[config.mk]
export PLATFORM = sky130hd
export DESIGN_NAME = serial_cmp_ctrl_flat
export DESIGN_NICKNAME = d
export VERILOG_FILES = /design/src/rtl/serial_cmp_ctrl_if.sv /design/src/rtl/serial_cmp_ctrl.sv /design/src/flat_wrapper.sv
export SDC_FILE = /design/constraint.sdc
export NUM_CORES = 1
export LEC_CHECK = 0
export CAP_MARGIN = 20
export CORE_MARGIN = 8
export CORE_UTILIZATION = 40
export DETAILED_ROUTE_END_ITERATION = 16
export GPL_ROUTABILITY_DRIVEN = 0
export PLACE_DENSITY = 0.65
export SETUP_SLACK_MARGIN = 0.5
export SYNTH_ARGS = -nofsm -noshare
export SYNTH_HDL_FRONTEND = slang
export SYNTH_SLANG_ARGS = --single-unit
[constraint.sdc]
create_clock -name clk -period 1.9 [get_ports clk]
set_clock_uncertainty 0.05 [all_clocks]
set_input_delay 0.19 -clock clk [delete_from_list [all_inputs] [get_ports clk]]
set_output_delay 0.19 -clock clk [all_outputs]
set_load 0.01 [all_outputs]
[src/rtl/serial_cmp_ctrl_if.sv]
// rtl/serial_cmp_ctrl_if.sv - operand/result handshake and shared equality-cell bus for serial_cmp_ctrl
interface serial_cmp_ctrl_if #(
    parameter int N = 8
);
    logic         start;
    logic [N-1:0] a;
    logic [N-1:0] b;
    logic         ready;
    logic         done_tick;
    logic         eq;
    logic         gt;
    logic         lt;
    logic         cell_a;
    logic         cell_b;
    logic         cell_eq;

    // Sequencer side: takes operands and the cell result, drives results and cell inputs
    modport slave (
        input  start,
        input  a,
        input  b,
        input  cell_eq,
        output ready,
        output done_tick,
        output eq,
        output gt,
        output lt,
        output cell_a,
        output cell_b
    );

    // Environment side: operand producer plus the shared 1-bit equality cell
    modport master (
        output start,
        output a,
        output b,
        output cell_eq,
        input  ready,
        input  done_tick,
        input  eq,
        input  gt,
        input  lt,
        input  cell_a,
        input  cell_b
    );
endinterface

[src/rtl/serial_cmp_ctrl.sv]
// rtl/serial_cmp_ctrl.sv - MSB-first bit-serial unsigned comparator sequencer over a shared equality cell
module serial_cmp_ctrl #(
    parameter int N = 8
) (
    input  logic             clk,
    input  logic             reset,
    serial_cmp_ctrl_if.slave bus
);
    localparam int CW = (N > 1) ? $clog2(N) : 1;
    localparam logic [CW-1:0] CNT_LAST = CW'(N - 1);

    typedef enum logic [1:0] {
        IDLE = 2'd0,
        CMP  = 2'd1,
        DONE = 2'd2
    } state_t;

    state_t       state_q, state_d;
    logic [N-1:0] a_reg_q, a_reg_d;
    logic [N-1:0] b_reg_q, b_reg_d;
    logic [CW-1:0] cnt_q, cnt_d;
    logic         eq_q, eq_d;
    logic         gt_q, gt_d;
    logic         lt_q, lt_d;
    logic         cell_a;
    logic         cell_b;

    // The cell only sees live bits while comparing; zeros otherwise
    assign cell_a = (state_q == CMP) ? a_reg_q[N-1] : 1'b0;
    assign cell_b = (state_q == CMP) ? b_reg_q[N-1] : 1'b0;

    assign bus.cell_a    = cell_a;
    assign bus.cell_b    = cell_b;
    assign bus.ready     = (state_q == IDLE);
    assign bus.done_tick = (state_q == DONE);
    assign bus.eq        = eq_q;
    assign bus.gt        = gt_q;
    assign bus.lt        = lt_q;

    // Next-state and datapath update; cell_eq is only looked at inside CMP
    always_comb begin
        state_d = state_q;
        a_reg_d = a_reg_q;
        b_reg_d = b_reg_q;
        cnt_d   = cnt_q;
        eq_d    = eq_q;
        gt_d    = gt_q;
        lt_d    = lt_q;
        case (state_q)
            IDLE: begin
                if (bus.start) begin
                    a_reg_d = bus.a;
                    b_reg_d = bus.b;
                    cnt_d   = CNT_LAST;
                    eq_d    = 1'b0;
                    gt_d    = 1'b0;
                    lt_d    = 1'b0;
                    state_d = CMP;
                end
            end
            CMP: begin
                if (!bus.cell_eq) begin
                    // First differing bit from the MSB decides the order
                    gt_d    = cell_a;
                    lt_d    = ~cell_a;
                    eq_d    = 1'b0;
                    state_d = DONE;
                end else if (cnt_q == '0) begin
                    eq_d    = 1'b1;
                    gt_d    = 1'b0;
                    lt_d    = 1'b0;
                    state_d = DONE;
                end else begin
                    a_reg_d = {a_reg_q[N-2:0], 1'b0};
                    b_reg_d = {b_reg_q[N-2:0], 1'b0};
                    cnt_d   = cnt_q - 1'b1;
                end
            end
            DONE: begin
                state_d = IDLE;
            end
            default: begin
                state_d = IDLE;
            end
        endcase
    end

    // State and datapath registers; reset drops any in-flight comparison
    always_ff @(posedge clk or posedge reset) begin
        if (reset) begin
            state_q <= IDLE;
            a_reg_q <= '0;
            b_reg_q <= '0;
            cnt_q   <= '0;
            eq_q    <= 1'b0;
            gt_q    <= 1'b0;
            lt_q    <= 1'b0;
        end else begin
            state_q <= state_d;
            a_reg_q <= a_reg_d;
            b_reg_q <= b_reg_d;
            cnt_q   <= cnt_d;
            eq_q    <= eq_d;
            gt_q    <= gt_d;
            lt_q    <= lt_d;
        end
    end
endmodule
[src/flat_wrapper.sv]
// flat-port wrapper written by rule: the top's interface ports become plain ports
module serial_cmp_ctrl_flat 
#(
    parameter int N = 8
)
  (clk, reset, bus_start, bus_a, bus_b, bus_cell_eq, bus_ready, bus_done_tick, bus_eq, bus_gt, bus_lt, bus_cell_a, bus_cell_b);
  serial_cmp_ctrl_if #(.N(N)) bus_i ();
  input  logic clk;
  input  logic reset;
  input wire logic [$bits(bus_i.start)-1:0] bus_start;
  input wire logic [$bits(bus_i.a)-1:0] bus_a;
  input wire logic [$bits(bus_i.b)-1:0] bus_b;
  input wire logic [$bits(bus_i.cell_eq)-1:0] bus_cell_eq;
  output wire logic [$bits(bus_i.ready)-1:0] bus_ready;
  output wire logic [$bits(bus_i.done_tick)-1:0] bus_done_tick;
  output wire logic [$bits(bus_i.eq)-1:0] bus_eq;
  output wire logic [$bits(bus_i.gt)-1:0] bus_gt;
  output wire logic [$bits(bus_i.lt)-1:0] bus_lt;
  output wire logic [$bits(bus_i.cell_a)-1:0] bus_cell_a;
  output wire logic [$bits(bus_i.cell_b)-1:0] bus_cell_b;
  assign bus_i.start = bus_start;
  assign bus_i.a = bus_a;
  assign bus_i.b = bus_b;
  assign bus_i.cell_eq = bus_cell_eq;
  assign bus_ready = bus_i.ready;
  assign bus_done_tick = bus_i.done_tick;
  assign bus_eq = bus_i.eq;
  assign bus_gt = bus_i.gt;
  assign bus_lt = bus_i.lt;
  assign bus_cell_a = bus_i.cell_a;
  assign bus_cell_b = bus_i.cell_b;
  serial_cmp_ctrl #(.N(N)) u_core (.clk(clk), .reset(reset), .bus(bus_i));
endmodule
======== Word level (Yosys, flattened, before mapping) ========
Index checks and enable logic that the tools add are counted.
word-level totals
  register bits after elaboration ......... 24
  bits of input ports ..................... 20
  output and inout port bits .............. 7
cells by class
  add/subtract/negate cells ............... 1
  equality and inequality tests ........... 6
  multiplexer cells ....................... 27
  bitwise operators ....................... 1
  reduce and logical (&&, ||, !) cells .... 6
operators with widths
  cell                   count
  $mux W8                6
  $pmux W8 S2            2
  $mux W3                3
  $mux W1                8
  $mux W2                3
  $ne A2 B2 Y1 const B   3
  $pmux W1 S2            3
  $pmux W3 S2            1
  $pmux W2 S2            1
  $reduce_and A4 Y1      1
  $logic_not A3 Y1       1
  $ne A3 B3 Y1 const B   1
  $reduce_and A3 Y1      1
  $sub A3 B1 Y3 const B  1
  $eq A2 B1 Y1 const B   1
  $eq A2 B2 Y1 const B   1
  $logic_not A2 Y1       1
  $reduce_and A2 Y1      1
  $reduce_bool A2 Y1     1
  $not A1 Y1             1

======== Logic depth before layout (Yosys ltp) ========
  depth after elaboration ................. 5
  mapped depth ............................ 7

======== Worst setup path after synthesis ========
OpenSTA, ideal clock, no wires.
  path type ............................... flip-flop to flip-flop
  start ................................... register u_core.cnt_q[0]
  end ..................................... register u_core.a_reg_q[4]
  library setup time ...................... 0.125 ns
  data arrival time ....................... 1.427 ns
  data required time ...................... 1.725 ns
  path slack .............................. 0.298 ns
  stages on the path, launching flop included .. 8
  buffers on the path ..................... 1
  period minus slack after synthesis ...... 1.602 ns
  cell sequence ........................... dfrtp_1 > inv_1 > ha_1 > nand2b_4 > nand3_1 > a21oi_2 > buf_6 > mux2_4
on the way
  word-level cells in the longest chain between the ends .. 3
ends and longest elaborated chain
  element                      RTL line                RTL
  start: declaration           serial_cmp_ctrl.sv:21   logic [CW-1:0] cnt_q, cnt_d;
  start signal: assignment     serial_cmp_ctrl.sv:102  cnt_q <= cnt_d;
  $logic_not A3 Y1             serial_cmp_ctrl.sv:68   end else if (cnt_q == '0) begin
  $ne A2 B2 Y1 (no line)       n/a
  $reduce_and A4 Y1 (no line)  n/a
  end signal: assignment       serial_cmp_ctrl.sv:100  a_reg_q <= a_reg_d;
  end: declaration             serial_cmp_ctrl.sv:19   logic [N-1:0] a_reg_q, a_reg_d;
Every way passes these cells.
A chain may end at the register's enable or synchronous reset.

======== Worst setup path after layout ========
  start ................................... register u_core.cnt_q[1]
  end ..................................... register u_core.b_reg_q[3]
on the way
  word-level cells in the longest chain between the ends .. 3
ends and longest elaborated chain
  element                      RTL line                RTL
  $logic_not A3 Y1             serial_cmp_ctrl.sv:68
  $ne A2 B2 Y1 (no line)       n/a
  $reduce_and A4 Y1 (no line)  n/a
  end signal: assignment       serial_cmp_ctrl.sv:101  b_reg_q <= b_reg_d;
  end: declaration             serial_cmp_ctrl.sv:20   logic [N-1:0] b_reg_q, b_reg_d;
Every way passes these cells.

==> flow_metrics.tcl <==
set metrics [dict create \
    cts.sinks 24 \
    clkPwrFrac_pct 13.8 \
    num_vias 1018 \
    row_count 20 \
    portBuffers 26 \
    drt_first_pass_iters 4 \
    tns_ns 0 \
    yosys.area_share.xor_xnor_pct 0 \
    grt_antenna_before_repair 0 \
    cts_tree "done" \
    core_um2 3030 \
    htreeDepth 1 \
    reg2reg_slack_ns 0.18 \
    synth_compound_area_share_pct 6.35 \
    drv_slew 0 \
    final_cells 218 \
    ys_seq_elements 24 \
    ir_drop_mv 0.587 \
    muxShareOfSynthArea_pct 18.0 \
    p_per_area_nw_per_um2 1420 \
    clock_latency_ns 0.32 \
    whs_ns 0.156 \
    clock_path_buffers 2 \
    drtAntennaViolNets 0 \
    die-area_um2 5210 \
    synthAdderAreaFrac_pct 1.98 \
    timing.fmax_mhz 582 \
    cts_hold_buf 0 \
    dp_hpwl_um 1760 \
    netSwitchingFraction_pct 32.1 \
    synth_fp_nets 147 \
    cp_data_arrival_time_ns 1.89 \
    min_path_type "input pin to asynchronous set/reset pin" \
    synth_flop_cell "dfrtp_1" \
    combPwrFrac_pct 54.3 \
    worstPathRequired_ns 2.08 \
    numCtsBuffers 3 \
    finalCriticalPeriod_ns 1.72 \
    start_kind "flop" \
    finalHoldViolations 0 \
    grt_pass1_wl_um 5260 \
    antenna_cells 0 \
    start_util_pct 41.7 \
    drive_above_1_share_pct 36.8 \
    power_uw 2730 \
    pwr-share-seq_pct 31.9 \
    area_growth_syn_to_layout_pct 52.4 \
    drt-total-wl_um 3070 \
    drcViolationCount 0 \
    p_sw_uw 876 \
    grt_max_degree 25 \
    synthArstFlopShare_pct 100 \
    path_clk_slew_ns 0.15 \
    synth_cell_types 25 \
    yosys.area_share.simple_pct 19.5 \
    syn_inst 125 \
    fin_nets 197 \
    die_h_um 72.2 \
    synth_edf_count 0 \
    grtUsageTotal_pct 12.5 \
    synth_top_family_by_area "simple AND/OR/NAND/NOR gates" \
    grt_overflow 0 \
    status "complete, no violations" \
    crit_fanout 8 \
    p_leak_uw 0.000960 \
    finish.utilization_pct 63.5 \
    slew_headroom_pct 77.8 \
    placed_cells 194 \
    finalCritPeriodShare_pct 90.4 \
    grt_pass1_vias 1143 \
    path_class "flop to flop" \
    crit_path_end_kind "flop" \
    yosysSeqAreaShare_pct 47.6 \
    die_w_um 72.2 \
    setup_violations 0 \
    io_pins 27 \
    dr.first_iter.drc_count 49 \
    synthesis.area_um2 1260 \
    ctsRootBufferMaster "clkbuf_4" \
    worst_pin_slew_ns 0.333 \
    avgSynthCellArea_um2 10.1 \
    drv_cap 0 \
    cell_internal_pwr_uw 1850 \
    rsz0062_at_grt "yes" \
    via_per_inst 4.67 \
    wl_per_cell_um 14.1 \
    ys_warn_count 0 \
]
synthesized netlist by cell type, types with 2 or more instances:
| cell | number | area (um2) |
|---|---|---|
| o21ai_0 | 4 | 20.0 |
| nor2_1 | 3 | 11.3 |
| mux2_4 | 10 | 150 |
| mux2_2 | 5 | 56.3 |
| buf_6 | 4 | 45.0 |
| buf_2 | 3 | 15.0 |
| ha_1 | 2 | 25.0 |
| mux2i_1 | 2 | 20.0 |
| inv_1 | 6 | 22.5 |
| dfrtp_1 | 24 | 601 |
| nand2b_1 | 2 | 12.5 |
| nand2_1 | 46 | 173 |
| a31oi_1 | 2 | 12.5 |
cell usage in the layout, fill, tap and decap left out, drive strengths merged:
cell           count
nand2             46
buf               30
dfrtp             24
clkdlybuf4s50     19
mux2              15
inv                6
o21ai              4
clkbuf             3
dlygate4sd2        3
nand2b             3
nor2               3
mux2i              2
a31oi              2
nor2b              2
nand3              2
a21oi              2
ha                 2
a311o              1
o31ai              1
a22o               1
and2               1
a21o               1
bufinv             1
metrics by stage:
step	area [um2]	setup slack, ns
final	1920	0.182
after global routing	1920	0.143
after CTS	1850	0.207
after detailed placement	1590	0.188
after global placement	1590	0.220
after floorplan	1270	0.336
final cells by class:
type	instances	area [um2]
fillers	264	1110
inverters	6	22.5
repair buffers	52	539
multi-input cells	88	649
flip-flops and latches	24	603
well taps	44	55.1
clock inverters	1	30.0
clock buffers	3	22.5
worst max-delay path: stages, from the launching register on:
cell	delay [ns]
dfrtp_1	0.41
inv_2	0.06
ha_4	0.17
nand2b_4	0.08
nand3_4	0.07
a21oi_4	0.22
buf_6	0.14
buf_16	0.13
mux2_4	0.30
routing by layer:
layer  share of wire [%]  track usage [%]  wire, um
met1                  46             14.7      1430
met3                 3.2             2.89        99
met5                   0                0         0
met4                0.46             3.40        14
met2                  50             22.1      1530
cells by family (layout without fill, tap and decap cells):
group,count (synthesis),in the layout
simple gates,57,57
mux,17,17
fa+ha+maj,2,2
compound gates,12,12
flops,24,24
buf+inv,13,62
repair_timing:
action                                  in CTS  in global routing
pin swaps                                    9                  5
endpoints found under the hold margin        0                  0
setup buffers                               12                  6
endpoints found under the setup margin      29                 27
gates resized for setup                     35                 16
gates cloned                                 2                  0
sequential cells by signal (all words and copies together), names as in the netlist:
name            count
u_core.bus.eq       1
u_core.cnt_q        3
u_core.state_q      2
u_core.a_reg_q      8
u_core.bus.gt       1
u_core.bus.lt       1
u_core.b_reg_q      8
final timing paths:
kind / from / to / cells past startpoint
setup / recovery: u_core.cnt_q[1] / u_core.b_reg_q[3] / 8
hold / removal: reset / u_core.state_q[0] / 3
setup reg to reg: u_core.cnt_q[1] / u_core.b_reg_q[3] / 8
hold reg to reg: u_core.bus.lt / u_core.bus.lt / 2
max in group asynchronous: reset / u_core.state_q[1] / 3
min in group clk: bus_b[0] / u_core.b_reg_q[0] / 3
power by group through the flow:
stage          clock (uW)  combinational, uW  sequential [uW]
3_3_place_gp            0                995              868
6_report              378               1480              870
5_1_grt               413               1610              896
4_1_cts               381               1370              862
2_1_floorplan           0                778              852
3_5_place_dp            0               1030              876
(Power assumes the default switching activity.)
